`src/rtl/adc_sample_ctrl_pkg.sv`:
```
// -----------------------------------------------------------------------------
// adc_sample_ctrl_pkg
//   Shared definitions for the ADC sample controller: FSM state encodings,
//   the LED bar threshold step and the thermometer bar decode helper.
// -----------------------------------------------------------------------------
package adc_sample_ctrl_pkg;

    // FSM state encodings (3-bit).
    typedef enum logic [2:0] {
        ST_IDLE    = 3'd0,
        ST_WAIT_P  = 3'd1,
        ST_START   = 3'd2,
        ST_WAIT_LO = 3'd3,
        ST_WAIT_HI = 3'd4,
        ST_CAPT    = 3'd5,
        ST_UPD     = 3'd6
    } state_e;

    // Each LED in the bar represents one step of this size.
    localparam int BAR_STEP = 32;

    // Thermometer decode: bar[k] = (a > BAR_STEP*k).
    function automatic logic [7:0] bar_decode(input logic [7:0] a);
        logic [7:0] b;
        b = '0;
        for (int k = 0; k < 8; k++) begin
            b[k] = (int'(a) > BAR_STEP * k);
        end
        return b;
    endfunction

endpackage

```
`src/rtl/adc_boxcar.sv`:
```
// -----------------------------------------------------------------------------
// adc_boxcar
//   Boxcar averager over 2**AVG_LOG2 samples: ring buffer, running sum and a
//   saturating fill counter. The running sum adds the new sample and removes
//   the one it overwrites; cleared ring entries read as zero, so the sum is
//   correct while the window is still filling.
// Ports
//   clk   in   system clock, rising edge
//   n_rst in   asynchronous active-low reset
//   clr   in   synchronous clear of ring, sum and fill counter
//   push  in   write din into the window this cycle
//   din   in   8-bit sample
//   avg   out  floor(sum / 2**AVG_LOG2)
//   full  out  window holds 2**AVG_LOG2 samples
// -----------------------------------------------------------------------------
import adc_sample_ctrl_pkg::*;

module adc_boxcar #(
    parameter int AVG_LOG2 = 2
) (
    input  logic       clk,
    input  logic       n_rst,
    input  logic       clr,
    input  logic       push,
    input  logic [7:0] din,
    output logic [7:0] avg,
    output logic       full
);

    localparam int N  = 1 << AVG_LOG2;
    localparam int SW = 8 + AVG_LOG2;

    logic [7:0]          ring_q [N];
    logic [AVG_LOG2-1:0] wr_q;
    logic [AVG_LOG2:0]   fill_q;
    logic [SW-1:0]       sum_q;
    logic [SW-1:0]       sum_d;

    // ring_q[wr_q] is the oldest sample, the one about to be overwritten.
    assign sum_d = sum_q + SW'(din) - SW'(ring_q[wr_q]);

    always_ff @(posedge clk or negedge n_rst) begin
        if (!n_rst) begin
            for (int i = 0; i < N; i++) ring_q[i] <= '0;
            wr_q   <= '0;
            fill_q <= '0;
            sum_q  <= '0;
        end else if (clr) begin
            for (int i = 0; i < N; i++) ring_q[i] <= '0;
            wr_q   <= '0;
            fill_q <= '0;
            sum_q  <= '0;
        end else if (push) begin
            ring_q[wr_q] <= din;
            wr_q         <= wr_q + 1'b1;   // power-of-two depth wraps naturally
            sum_q        <= sum_d;
            if (fill_q != (AVG_LOG2+1)'(N)) fill_q <= fill_q + 1'b1;
        end
    end

    assign avg  = sum_q[SW-1:AVG_LOG2];
    assign full = (fill_q == (AVG_LOG2+1)'(N));

endmodule

```
`src/rtl/adc_sample_ctrl.sv`:
```
// -----------------------------------------------------------------------------
// adc_sample_ctrl
//   Sequencer/consumer for spi_master_adc. Issues a 1-clk active-low start
//   request every PERIOD clocks, follows the SPI frame through cs_n edges,
//   captures the result one clock after cs_n rises, and feeds it to a boxcar
//   averager. Drives the average, a thermometer LED bar and a sticky timeout
//   flag.
// Ports
//   clk       in   system clock, rising edge
//   n_rst     in   asynchronous active-low reset
//   en        in   1 = periodic sampling; 0 = stop after current frame, clear
//   cs_n      in   chip select from the master (same clock domain)
//   adc_data  in   8-bit result bus from the master
//   n_start   out  start request, low for exactly one clock
//   avg       out  window average (updates only once the window is full)
//   avg_valid out  1-clk pulse when avg/bar update
//   bar       out  thermometer bar, bar[k] = avg > 32*k
//   err       out  sticky cs_n timeout flag, cleared in IDLE
// Handshake: there is no backpressure; avg_valid is a single-cycle qualifier
//   for avg/bar, which then hold their value until the next update.
// -----------------------------------------------------------------------------
import adc_sample_ctrl_pkg::*;

module adc_sample_ctrl #(
    parameter int PERIOD   = 1000,
    parameter int AVG_LOG2 = 2,
    parameter int TO_CYC   = 255
) (
    input  logic       clk,
    input  logic       n_rst,
    input  logic       en,
    input  logic       cs_n,
    input  logic [7:0] adc_data,
    output logic       n_start,
    output logic [7:0] avg,
    output logic       avg_valid,
    output logic [7:0] bar,
    output logic       err
);

    // Period counter must cover a full frame including two timeouts; it
    // saturates so a long frame can never wrap it back below the threshold.
    localparam int PW   = $clog2(PERIOD + 2 * TO_CYC + 16);
    localparam int TO_W = $clog2(TO_CYC + 1);

    state_e          state_q, state_d;
    logic [PW-1:0]   cnt_q, cnt_d, cnt_inc;
    logic [TO_W-1:0] to_q, to_d;
    logic            err_q, err_d;
    logic [7:0]      sample_q, sample_d;
    logic            cs_d_q;
    logic            rise, fall;
    logic            push, clr;
    logic            upd_q;
    logic [7:0]      avg_q;
    logic [7:0]      bar_q;
    logic            avg_valid_q;
    logic [7:0]      bc_avg;
    logic            bc_full;

    assign rise    = cs_n & ~cs_d_q;
    assign fall    = ~cs_n & cs_d_q;
    assign cnt_inc = (&cnt_q) ? cnt_q : cnt_q + 1'b1;

    always_comb begin
        state_d  = state_q;
        cnt_d    = cnt_inc;
        to_d     = to_q;
        err_d    = err_q;
        sample_d = sample_q;
        push     = 1'b0;
        clr      = 1'b0;
        unique case (state_q)
            ST_IDLE: begin
                // Window and error are held cleared for as long as we idle.
                clr   = 1'b1;
                err_d = 1'b0;
                cnt_d = '0;
                if (en) state_d = ST_WAIT_P;
            end
            ST_WAIT_P: begin
                // Counter runs from the last START, so start-to-start spacing
                // is PERIOD regardless of how long the frame took.
                if (!en)                          state_d = ST_IDLE;
                else if (cnt_q >= PW'(PERIOD - 2)) state_d = ST_START;
            end
            ST_START: begin
                cnt_d   = '0;
                to_d    = '0;
                state_d = ST_WAIT_LO;
            end
            ST_WAIT_LO: begin
                if (fall) begin
                    to_d    = '0;
                    state_d = ST_WAIT_HI;
                end else if (to_q == TO_W'(TO_CYC - 1)) begin
                    err_d   = 1'b1;
                    state_d = ST_WAIT_P;
                end else begin
                    to_d = to_q + 1'b1;
                end
            end
            ST_WAIT_HI: begin
                if (rise) begin
                    state_d = ST_CAPT;
                end else if (to_q == TO_W'(TO_CYC - 1)) begin
                    err_d   = 1'b1;
                    state_d = ST_WAIT_P;
                end else begin
                    to_d = to_q + 1'b1;
                end
            end
            ST_CAPT: begin
                // One clock after the rising cs_n edge the bus is stable.
                sample_d = adc_data;
                state_d  = ST_UPD;
            end
            ST_UPD: begin
                push    = 1'b1;
                state_d = ST_WAIT_P;
            end
            default: state_d = ST_IDLE;
        endcase
    end

    always_ff @(posedge clk or negedge n_rst) begin
        if (!n_rst) begin
            state_q  <= ST_IDLE;
            cnt_q    <= '0;
            to_q     <= '0;
            err_q    <= 1'b0;
            sample_q <= '0;
            cs_d_q   <= 1'b1;
        end else begin
            state_q  <= state_d;
            cnt_q    <= cnt_d;
            to_q     <= to_d;
            err_q    <= err_d;
            sample_q <= sample_d;
            cs_d_q   <= cs_n;
        end
    end

    adc_boxcar #(
        .AVG_LOG2 (AVG_LOG2)
    ) u_boxcar (
        .clk   (clk),
        .n_rst (n_rst),
        .clr   (clr),
        .push  (push),
        .din   (sample_q),
        .avg   (bc_avg),
        .full  (bc_full)
    );

    // The boxcar shows the post-update sum the cycle after UPD; latch it then.
    always_ff @(posedge clk or negedge n_rst) begin
        if (!n_rst) begin
            upd_q       <= 1'b0;
            avg_q       <= '0;
            bar_q       <= '0;
            avg_valid_q <= 1'b0;
        end else begin
            upd_q       <= push;
            avg_valid_q <= upd_q & bc_full;
            if (upd_q && bc_full) begin
                avg_q <= bc_avg;
                bar_q <= bar_decode(bc_avg);
            end
        end
    end

    assign n_start   = (state_q != ST_START);
    assign avg       = avg_q;
    assign bar       = bar_q;
    assign avg_valid = avg_valid_q;
    assign err       = err_q;

endmodule
```
`config.mk`:
```
export PLATFORM = sky130hd
export DESIGN_NAME = adc_sample_ctrl
export DESIGN_NICKNAME = d
export VERILOG_FILES = /design/src/rtl/adc_sample_ctrl_pkg.sv /design/src/rtl/adc_boxcar.sv /design/src/rtl/adc_sample_ctrl.sv
export SDC_FILE = /design/constraint.sdc
export NUM_CORES = 1
export LEC_CHECK = 0
export CAP_MARGIN = 20
export CORE_AREA = 10 10 97 120
export DETAILED_ROUTE_END_ITERATION = 10
export DIE_AREA = 0 0 107 130
export PLACE_DENSITY = 0.87
export SKIP_LAST_GASP = 1
export SLEW_MARGIN = 30
export SYNTH_ARGS = -nofsm -noshare
export SYNTH_HDL_FRONTEND = slang
export SYNTH_HIERARCHICAL = 1
export SYNTH_SLANG_ARGS = --single-unit
```
`constraint.sdc`:
```
create_clock -name clk -period 4.3 [get_ports clk]
set_clock_uncertainty 0.2 [all_clocks]
set_input_delay 1.29 -clock clk [delete_from_list [all_inputs] [get_ports clk]]
set_output_delay 1.29 -clock clk [all_outputs]
set_load 0.05 [all_outputs]
```
Yosys cells after proc, flatten, opt, wreduce, memory -nomap -nowiden

Index checks and enable logic that the tools add are counted.

Add/sub/neg operators: 6
$lt $le $gt $ge: 11
Eq/ne operators: 15
Multiplexer cells: 34
Bitwise gates (word level): 6
Reduce and logical (&&, ||, !) cells: 13

Operators with widths:

| cell                                                  | number |
|---|---|
| two-way mux 32 bit                                    | 2 |
| two-way mux 8 bit                                     | 6 |
| bitwise mux 32 bit                                    | 1 |
| > comparator 8 bit, second input constant             | 4 |
| two-way mux 3 bit                                     | 9 |
| case mux 8 bit (3 select lines)                       | 1 |
| two-way mux 11 bit                                    | 2 |
| case mux 3 bit (7 select lines)                       | 1 |
| two-way mux 10 bit                                    | 2 |
| binary-select mux 8 bit (select 2 bit)                | 1 |
| demux 8 bit (select 2 bit)                            | 1 |
| > comparator 8 x 7 -> 1 bit, second input constant    | 2 |
| equality test 3 bit, second input constant            | 4 |
| adder 11 x 1 -> 11 bit, second input constant         | 1 |
| >= comparator 11 x 10 -> 1 bit, second input constant | 1 |
| AND reduction 11 bit                                  | 1 |
| adder 10 x 8 -> 10 bit                                | 1 |
| subtractor 10 x 8 -> 10 bit                           | 1 |
| adder 8 x 1 -> 8 bit, second input constant           | 1 |
| equality test 8 bit, second input constant            | 1 |
| > comparator 8 x 1 -> 1 bit, second input constant    | 1 |
| > comparator 8 x 6 -> 1 bit, second input constant    | 1 |
| inequality test 2 bit, second input constant          | 4 |
| equality test 3 x 2 -> 1 bit, second input constant   | 2 |
| other kinds (20)                                      | 34 |

Register bits: 97
Input port bits: 12
Output and inout port bits: 19
Logic and storage cells: 102

Depth between registers and ports, before layout

Gate-level depths: netlist (run 1).

Word-level depth: 8
Depth in mapped cells: 11
Mapped depth without buffers: 10

Cells and area by module

The synthesis (run 1) kept the hierarchy.

Modules (own cells, without submodules):

| module          | times used | cells an instance | area an instance (um^2) | sequential area each (um^2) |
|---|---|---|---|---|
| adc_boxcar      | 1          | 325               | 2995.4                  | 1176.1 |
| adc_sample_ctrl | 1          | 249               | 2432.3                  | 1252.5 |

Worst setup path after synthesis (run 1)

No wires, ideal clock.

Path kind: register to register
Start: register u_boxcar.wr_q[0]
End: register u_boxcar.sum_q[8]
Library setup time: 0.070 ns
Data arrival time: 3.244 ns
Required time: 4.030 ns
Slack: 0.786 ns
Cell stages (with the launch flop): 11
Path through: dfrtp_1 > buf_2 > mux4_2 > fa_1 > inv_1 > fa_1 > a21oi_2 > o21ai_2 > or4_4 > a2111oi_2 > nand3b_1

Longest elaborated chain between the ends: 7

RTL lines:

| element                                               | RTL line         | source |
|---|---|---|
| from (decl)                                           | adc_boxcar.sv:34 | `logic [AVG_LOG2-1:0] wr_q;` |
| from (signal assigned)                                | adc_boxcar.sv:55 | `wr_q <= wr_q + 1'b1;` |
| inverter 2 -> 3 bit (implied by the code)             | adc_boxcar.sv:40 | `assign sum_d = sum_q + SW'(din) - SW'(ring_q[wr_q]);` |
| binary-select mux 8 bit (select 2 bit)                | adc_boxcar.sv:40 |  |
| two-way mux 8 bit (implied by the code) (2 in series) | adc_boxcar.sv:40 |  |
| subtractor 10 x 8 -> 10 bit                           | adc_boxcar.sv:40 |  |
| two-way mux 10 bit                                    | adc_boxcar.sv:53 | `end else if (push) begin` |
| two-way mux 10 bit                                    | adc_boxcar.sv:48 | `end else if (clr) begin` |
| to (signal assigned)                                  | adc_boxcar.sv:56 | `sum_q <= sum_d;` |
| to (decl)                                             | adc_boxcar.sv:36 | `logic [SW-1:0] sum_q;` |

No other way between the ends. The select of a mux whose other input is x is not followed.
A chain may end at the register's enable or synchronous reset.

Worst setup path in the final report (run 1)

Ends and elaborated chain as after synthesis.

==> results of run 1 <==
## power breakdown
part | internal, uW | switching (uW)
clock network | 411 | 345
registers | 1080 | 250
logic | 835 | 1240
total | 2320 | 1830
## cell families (layout without fill, tap and decap cells)
group	count (synthesis)	after routing	synth area share
and+or+nand+nor	220	220	0.197
DFF	97	97	0.447
muxes	23	23	0.0629
AOI/OAI and AO/OA	118	118	0.137
xor gates and xnor gates	8	8	0.0129
adders and majority gates	28	28	0.0756
buffers and inverters	80	96	0.0678
## per-stage QoR
stage | instance area [um^2] | hold WS (ns) | power [uW] | utilization | worst slack (ns)
6_report | 6010 | 0.278 | 4150 | 0.639 | 0.673
5_1_grt | 6010 | 0.300 | 4470 | 0.639 | 0.505
4_1_cts | 6010 | 0.285 | 4130 | 0.639 | 0.672
3_5_place_dp | 5730 | 0.269 | 3360 | 0.609 | 0.690
3_3_place_gp | 5730 | 0.260 | 3260 | 0.609 | 0.820
2_1_floorplan | 5430 | 0.275 | 2950 | - | 0.786
## how the worst max path moves through the flow
stage / slack [ns] / start / to
2_1_floorplan: 0.79 / u_boxcar/wr_q[0] / u_boxcar/sum_q[8]
3_3_place_gp: 0.82 / u_boxcar/wr_q[0] / u_boxcar/sum_q[8]
3_5_place_dp: 0.69 / u_boxcar/wr_q[0] / u_boxcar/sum_q[8]
4_1_cts: 0.67 / u_boxcar/wr_q[0] / u_boxcar/sum_q[8]
5_1_grt: 0.51 / u_boxcar/wr_q[0] / u_boxcar/sum_q[8]
6_report: 0.67 / u_boxcar/wr_q[0] / u_boxcar/sum_q[8]
## layer usage
| metal | share of wire | GRT usage |
|---|---|---|
| met5 | 0 | 0 |
| met4 | 0.020 | 0.0654 |
| met3 | 0.039 | 0.0335 |
| met2 | 0.54 | 0.316 |
| met1 | 0.41 | 0.200 |
## state kept, by name, indices dropped and copies added (netlist names)
signal	flops
u_boxcar/ring_q	32
upd_q	1
avg	8
u_boxcar/sum_q	10
cnt_q	11
to_q	8
state_q	3
cs_d_q	1
sample_q	8
err	1
avg_valid	1
u_boxcar/wr_q	2
bar	8
u_boxcar/fill_q	3
## area by class of cell
class / instances / area (um^2)
clock buffer: 11 / 243
multi-input combinational: 397 / 2640
clock inverter: 5 / 38.8
timing repair buffer: 35 / 335
tap: 126 / 158
inverter: 45 / 169
sequential: 97 / 2430
fill: 752 / 3400
## worst max-delay path: stages (launching register included)
cell and delay (ns):
sky130_fd_sc_hd__dfrtp_1 0.55, sky130_fd_sc_hd__buf_4 0.24, sky130_fd_sc_hd__mux4_2 0.53, sky130_fd_sc_hd__fa_1 0.51
sky130_fd_sc_hd__inv_1 0.05, sky130_fd_sc_hd__ha_1 0.37, sky130_fd_sc_hd__nand2_1 0.13, sky130_fd_sc_hd__o21ai_2 0.08
sky130_fd_sc_hd__or4_4 0.43, sky130_fd_sc_hd__a2111oi_2 0.31, sky130_fd_sc_hd__nand3b_1 0.15
## placed cells by master, fill, tap and decap left out, types with 6 or more instances in the layout
cell type / instances
sky130_fd_sc_hd__nand3_1: 43
sky130_fd_sc_hd__xnor2_1: 6
sky130_fd_sc_hd__mux2_2: 9
sky130_fd_sc_hd__buf_4: 6
sky130_fd_sc_hd__nand2b_1: 6
sky130_fd_sc_hd__fa_1: 8
sky130_fd_sc_hd__mux4_2: 8
sky130_fd_sc_hd__nor3_1: 11
sky130_fd_sc_hd__a21oi_1: 50
sky130_fd_sc_hd__dfrtp_1: 96
sky130_fd_sc_hd__inv_1: 44
sky130_fd_sc_hd__nand4_1: 9
sky130_fd_sc_hd__clkdlybuf4s50_1: 29
sky130_fd_sc_hd__ha_1: 20
sky130_fd_sc_hd__clkbuf_16: 9
sky130_fd_sc_hd__nand2_1: 80
sky130_fd_sc_hd__o21ai_0: 22
sky130_fd_sc_hd__mux2i_1: 6
sky130_fd_sc_hd__nor2_1: 36
==> results by group, run 1 <==
Clocking
  – Root Buffer: sky130_fd_sc_hd__clkbuf_16
  – Clock Latency Late Sink: 0.34 ns
  – Number of buffers added to fix hold violations after cts: 0
  – CTS H-Tree Depth: 3
  – Number of clock buffers inserted by TritonCTS: 9
  – Num Clock Sinks: 97
  – CTS tree: done
  – CTS-repair resized insts: 0
  – Largest buffer count on any clock path: 2
  – Clock transition at path regs: 0.07 ns
  – Number of buffers added for setup after CTS: 0

Logic synthesis
  – Synthesized flop and latch total: 97
  – Number of enable-type register cells in the synthesized netlist: 0
  – Post-synthesis cell type with the largest combined area: sky130_fd_sc_hd__dfrtp_1
  – Ys Warns: 6
  – Proportion of register bits with asynchronous set or reset after synthesis: 1.00
  – Synth Net Count: 614
  – Share of the yosys chip area belonging to registers: 0.447
  – Post-Syn Instances: 574
  – Avg Cell Area, Syn: 9.46 um^2
  – Commonest cells post-synth: 96 x sky130_fd_sc_hd__dfrtp_1, 80 x sky130_fd_sc_hd__nand2_1, 50 x sky130_fd_sc_hd__a21oi_1, 44 x sky130_fd_sc_hd__inv_1, 43 x sky130_fd_sc_hd__nand3_1
  – Unique cell type count in the Yosys netlist: 63
  – Syn Std Cell Area: 5430 um^2
  – Commonest register cell after synthesis: sky130_fd_sc_hd__dfrtp_1
  – Most frequent cell after synthesis: sky130_fd_sc_hd__dfrtp_1
  – Area fraction of the dominant cell type after synthesis: 0.443
  – Most area-consuming cells after synthesis: sky130_fd_sc_hd__dfrtp_1 44%, sky130_fd_sc_hd__nand2_1 5.5%, sky130_fd_sc_hd__a21oi_1 4.6%

Timing
  – Portion of the clock cycle consumed by the worst path in the final layout: 0.844
  – Max Clock Freq: 0.276 GHz
  – Worst Tran Pin Value: 0.861 ns
  – Hold violation total from the final report: 0
  – Max-slew headroom at the worst pin: 0.423
  – Min Clock Period, post-route: 3.63 ns
  – Final slew viol count: 0
  – Setup TNS: 0 ns
  – Final setup violation count: 0
  – Setup repair after global routing missed its margin: false

Power and ir drop
  – Power density of the placed cells: 691 nW/um^2
  – Pleak: 0.00258 uW
  – Max rail drop VDD: 0.362 mV

Placement
  – Final GP Congestion: 0.894
  – Number of port buffers: 30
  – Number of cells after detailed placement: 700
  – Half-perimeter wire length after placement: 8350 um

Critical path
  – Flop2flop setup slack: 0.67 ns
  – Arrival time at the worst endpoint: 3.71 ns
  – Critical path capture point type: flip-flop
  – Source of the worst register-to-register timing path: u_boxcar/wr_q[0]
  – Nature of the critical path startpoint: flip-flop
  – Depth of the most critical reg-to-reg path: 10
  – Endpoint of the most critical register-to-register path: u_boxcar/sum_q[8]
  – Crit path max fanout: 8
  – Crit path required time: 4.38 ns
  – Worst Path Class, Setup: reg2reg

Floorplan
  – Floorplan Core Area: 9410 um^2
  – Standard-cell row count: 40
  – Vertical die dimension: 130 um
  – Area of the die: 13900 um^2
  – Die extent in x: 107 um
  – Boundary Pins: 31
  – Initial core utilization: 0.577

Detailed routing
  – Wirelength per Cell: 16.3 um
  – DRT antenna net count: 0
  – Total wirelength of the detailed-routed design: 11700 um
  – DRC: 0
  – Vias post-DR: 4241
  – Avg Vias per Cell: 5.92
  – Number of design-rule violations left by the first detailed-router iteration: 273
  – First drt pass iteration count: 5

Global routing
  – Largest net degree at the start of global routing: 60
  – Vias in the first global route: 4274
  – Overall Global Routing Usage: 0.175
  – Aggregate global routing overflow: 0
  – Number of antenna violations at the first check in global routing: 0
  – Global-route wire length before repair: 20100 um

Min path
  – Worst min-delay path class: reg2reg
  – Hold Crit Start: bar[0]
  – Number of stages on the worst hold path: 2
  – WHS Endpoint: bar[0]

Layout
  – Area growth from synthesis to final layout: 10.7%
  – Antenna Cells: 0
  – Final-stage net count: 625
  – Ratio of cells with drive above 1 in the final layout: 0.0881
  – Count of placed standard cells in the final layout, fillers left out: 716

Job
  – Max cap viols: 0

Run status
  – Run status: complete, no violations
Power figures use the tool's default switching activity.
==> run 2: changes to the inputs <==
--- a/config.mk
+++ b/config.mk
@@ -6,10 +6,10 @@
 export NUM_CORES = 1
 export LEC_CHECK = 0
 export CAP_MARGIN = 20
-export CORE_AREA = 10 10 97 120
+export CORE_AREA = 10 10 101 126
 export DETAILED_ROUTE_END_ITERATION = 10
-export DIE_AREA = 0 0 107 130
-export PLACE_DENSITY = 0.87
+export DIE_AREA = 0 0 111 136
+export PLACE_DENSITY = 0.84
 export SKIP_LAST_GASP = 1
 export SLEW_MARGIN = 30
 export SYNTH_ARGS = -nofsm -noshare
==> constraint.sdc (replaced) <==
create_clock -name clk -period 3.2 [get_ports clk]
set_clock_uncertainty 0.2 [all_clocks]
set_input_delay 0.96 -clock clk [delete_from_list [all_inputs] [get_ports clk]]
set_output_delay 0.96 -clock clk [all_outputs]
set_load 0.05 [all_outputs]
==> results by group, run 2 (same netlist as run 1, synthesis figures left out) <==
Layout
  – Final-stage net count: 644 (+3.0%)
  – Highest-count cells in the layout ignoring fill and taps: 95 x sky130_fd_sc_hd__dfrtp_1, 80 x sky130_fd_sc_hd__nand2_1, 48 x sky130_fd_sc_hd__a21oi_1, 42 x sky130_fd_sc_hd__inv_1, 42 x sky130_fd_sc_hd__nand3_1
  – Fill count: 818 (+8.8%)
  – Top reg by flops: u_boxcar/ring_q
  – Biggest regs: u_boxcar/ring_q: 32 flops, cnt_q: 11 flops, u_boxcar/sum_q: 10 flops
  – Final standard cell utilization of the core: 0.614 (-0.0242)
  – Count of placed standard cells in the final layout, fillers left out: 741 (+3.5%)
  – Max reg flops: 32 (unchanged)
  – Area of combinational cells with multiple inputs: 2780 um^2 (+5.6%)
  – Total area of sequential cells: 2430 um^2 (about the same)
  – Most common cell after layout, fill and taps aside: sky130_fd_sc_hd__dfrtp_1
  – Area growth from synthesis to final layout: 17.2%
  – Ratio of cells with drive above 1 in the final layout: 0.149 (+0.0613)
  – Antenna Cells: 0 (unchanged)

Detailed routing
  – Total wirelength of the detailed-routed design: 11900 um (+2.3%)
  – DRC: 0 (unchanged)
  – Wirelength per Cell: 16.1 um (-1.1%)
  – Avg Vias per Cell: 5.92 (about the same)
  – Number of design-rule violations left by the first detailed-router iteration: 328 (+20%)
  – First drt pass iteration count: 5 (unchanged)
  – DRT antenna net count: 0 (unchanged)
  – Vias post-DR: 4387 (+3.4%)

Critical path
  – Worst Path Class, Setup: reg2reg
  – Worst Path Buf+Inv: 2 (unchanged)
  – Crit path required time: 3.28 ns (-1.10 ns)
  – Arrival time at the worst endpoint: 3.44 ns (-0.27 ns)
  – Crit path max fanout: 4 (-4)
  – Nature of the critical path startpoint: flip-flop
  – Stage delay of the slowest cell on the critical path: 0.50 ns (-0.05 ns)
  – Worst-path cell chain: buf_6 > mux4_2 > ha_1 > inv_1 > ha_2 > fa_2 > a21oi_2 > o21ai_2 > or4_4 > a2111oi_4 > nand3b_1
  – Dominant delay contributor by cell family on the critical path: adder cells
  – Slowest cell on crit path: sky130_fd_sc_hd__mux4_2
  – Critical path capture point type: flip-flop

Placement
  – Pre-CTS setup slack: -0.155 ns (-0.845 ns)
  – Number of port buffers: 30 (unchanged)
  – Number of cells after detailed placement: 723 (+3.3%)
  – Half-perimeter wire length after placement: 8560 um (+2.5%)
  – Final GP Congestion: 0.969 (+8.4%)

Clocking
  – Number of buffers added to fix hold violations after cts: 0 (unchanged)
  – Clock Latency Late Sink: 0.35 ns (about the same)
  – Clock transition at path regs: 0.07 ns (about the same)
  – Largest buffer count on any clock path: 2 (unchanged)
  – CTS tree: done
  – Root Buffer: sky130_fd_sc_hd__clkbuf_16
  – Number of clock buffers inserted by TritonCTS: 9 (unchanged)
  – Num Clock Sinks: 97 (unchanged)
  – CTS H-Tree Depth: 3 (unchanged)

Timing
  – Setup repair after global routing missed its margin: true
  – Hold violation total from the final report: 0 (unchanged)
  – Final slew viol count: 0 (unchanged)
  – Min Clock Period, post-route: 3.36 ns (-0.263 ns)
  – Max Clock Freq: 0.297 GHz (+7.8%)
  – Max-slew headroom at the worst pin: 0.600 (+0.177)
  – Final setup violation count: 1 (+1)
  – Fin Hold WS: 0.277 ns (-0.00123 ns)
  – Least setup slack across all paths after layout: -0.164 ns (-0.837 ns)
  – Worst Tran Pin Value: 0.595 ns (-0.266 ns)
  – Portion of the clock cycle consumed by the worst path in the final layout: 1.05 (+0.208)
  – Setup TNS: -0.164 ns (-0.164 ns)

Floorplan
  – Die extent in x: 111 um (+3.7%)
  – Standard-cell row count: 42 (+5.0%)
  – Boundary Pins: 31 (unchanged)
  – Floorplan Core Area: 10400 um^2 (+10%)
  – Area of the die: 15100 um^2 (+8.5%)
  – Vertical die dimension: 136 um (+4.6%)
  – Initial core utilization: 0.524 (-0.0526)

Run status
  – Run status: complete, but fails checks
  – Violations in the final reports: setup timing

Power and ir drop
  – Max rail drop VDD: 0.565 mV (+56%)
  – Pleak: 0.00271 uW (+5.0%)
  – Power density of the placed cells: 1040 nW/um^2 (+51%)

Global routing
  – Vias in the first global route: 4336 (+1.5%)
  – Global-route wire length before repair: 20200 um (+0.62%)
  – Number of antenna violations at the first check in global routing: 0 (unchanged)
  – Overall Global Routing Usage: 0.158 (-0.0171)
  – Aggregate global routing overflow: 0 (unchanged)
  – Largest net degree at the start of global routing: 53 (-12%)

Job
  – Max cap viols: 0 (unchanged)

Min path
  – Worst min-delay path class: reg2reg
## run 2: cell types whose count changed in the layout (fill, tap and decap cells not counted), moves of 2 or more
cell	delta
sky130_fd_sc_hd__buf_4	+14
sky130_fd_sc_hd__ha_1	-6
sky130_fd_sc_hd__ha_4	+5
sky130_fd_sc_hd__buf_6	+4
sky130_fd_sc_hd__a211oi_1	-2
sky130_fd_sc_hd__a21oi_1	-2
sky130_fd_sc_hd__a21oi_2	+2
sky130_fd_sc_hd__inv_1	-2
sky130_fd_sc_hd__inv_2	+2
sky130_fd_sc_hd__o311ai_0	-2
sky130_fd_sc_hd__o311ai_1	+2
## run 2: repair_timing
action	4_1_cts	5_1_grt
buffers inserted	0	2
resized for setup	2	31
setup endpoints to repair	4	7
pin swaps	1	10
## run 2: area by class of cell
cell class	instances	share of cell area
Inverter	45	0.0266
Clock buffer	11	0.0382
Tap cell	132	0.0260
Multi-Input combinational cell	397	0.438
Clock inverter	5	0.00983
Timing Repair Buffer	54	0.0799
Sequential cell	97	0.382
## run 2: final timing paths
path                             startpoint                end  slack (ns)  depth (start not counted)
setup / recovery           u_boxcar/wr_q[0]  u_boxcar/sum_q[8]       -0.16                         11
hold / removal                       avg[2]             avg[2]        0.28                          2
setup reg to reg           u_boxcar/wr_q[0]  u_boxcar/sum_q[8]       -0.16                         11
hold reg to reg                      avg[2]             avg[2]        0.28                          2
max in group asynchronous             n_rst   u_boxcar/wr_q[0]        1.70                          2
min in group asynchronous             n_rst            to_q[0]        0.40                          1
## run 2: where the power goes
part / internal, uW / switching, uW
logic: 1770 / 2030
clock network: 631 / 465
registers: 1450 / 278
total: 3850 / 2780
## run 2: worst register-to-register path, stage by stage (launching register included)
cell and delay, ns:
sky130_fd_sc_hd__dfrtp_2 0.42, sky130_fd_sc_hd__buf_6 0.12, sky130_fd_sc_hd__mux4_2 0.50, sky130_fd_sc_hd__ha_1 0.31
sky130_fd_sc_hd__inv_1 0.05, sky130_fd_sc_hd__ha_2 0.18, sky130_fd_sc_hd__fa_2 0.37, sky130_fd_sc_hd__a21oi_2 0.17
sky130_fd_sc_hd__o21ai_2 0.09, sky130_fd_sc_hd__or4_4 0.44, sky130_fd_sc_hd__a2111oi_4 0.29, sky130_fd_sc_hd__nand3b_1 0.15
## run 2: through the flow
stage	power [uW]	instance area [um^2]
finish	6620	6360
detailed placement	4810	5880
global placement	4680	5880
global route	7090	6360
CTS	5940	6190
floorplan	3980	5440
## run 2: layer usage
layer	global-route usage	part of all wire	vias up	wire length (um)
met5	0	0	-	0
met4	0.0645	0.020	0	240
met3	0.0282	0.052	30	616
met2	0.289	0.53	156	6320
met1	0.177	0.40	2132	4770
li1	-	-	2069	-
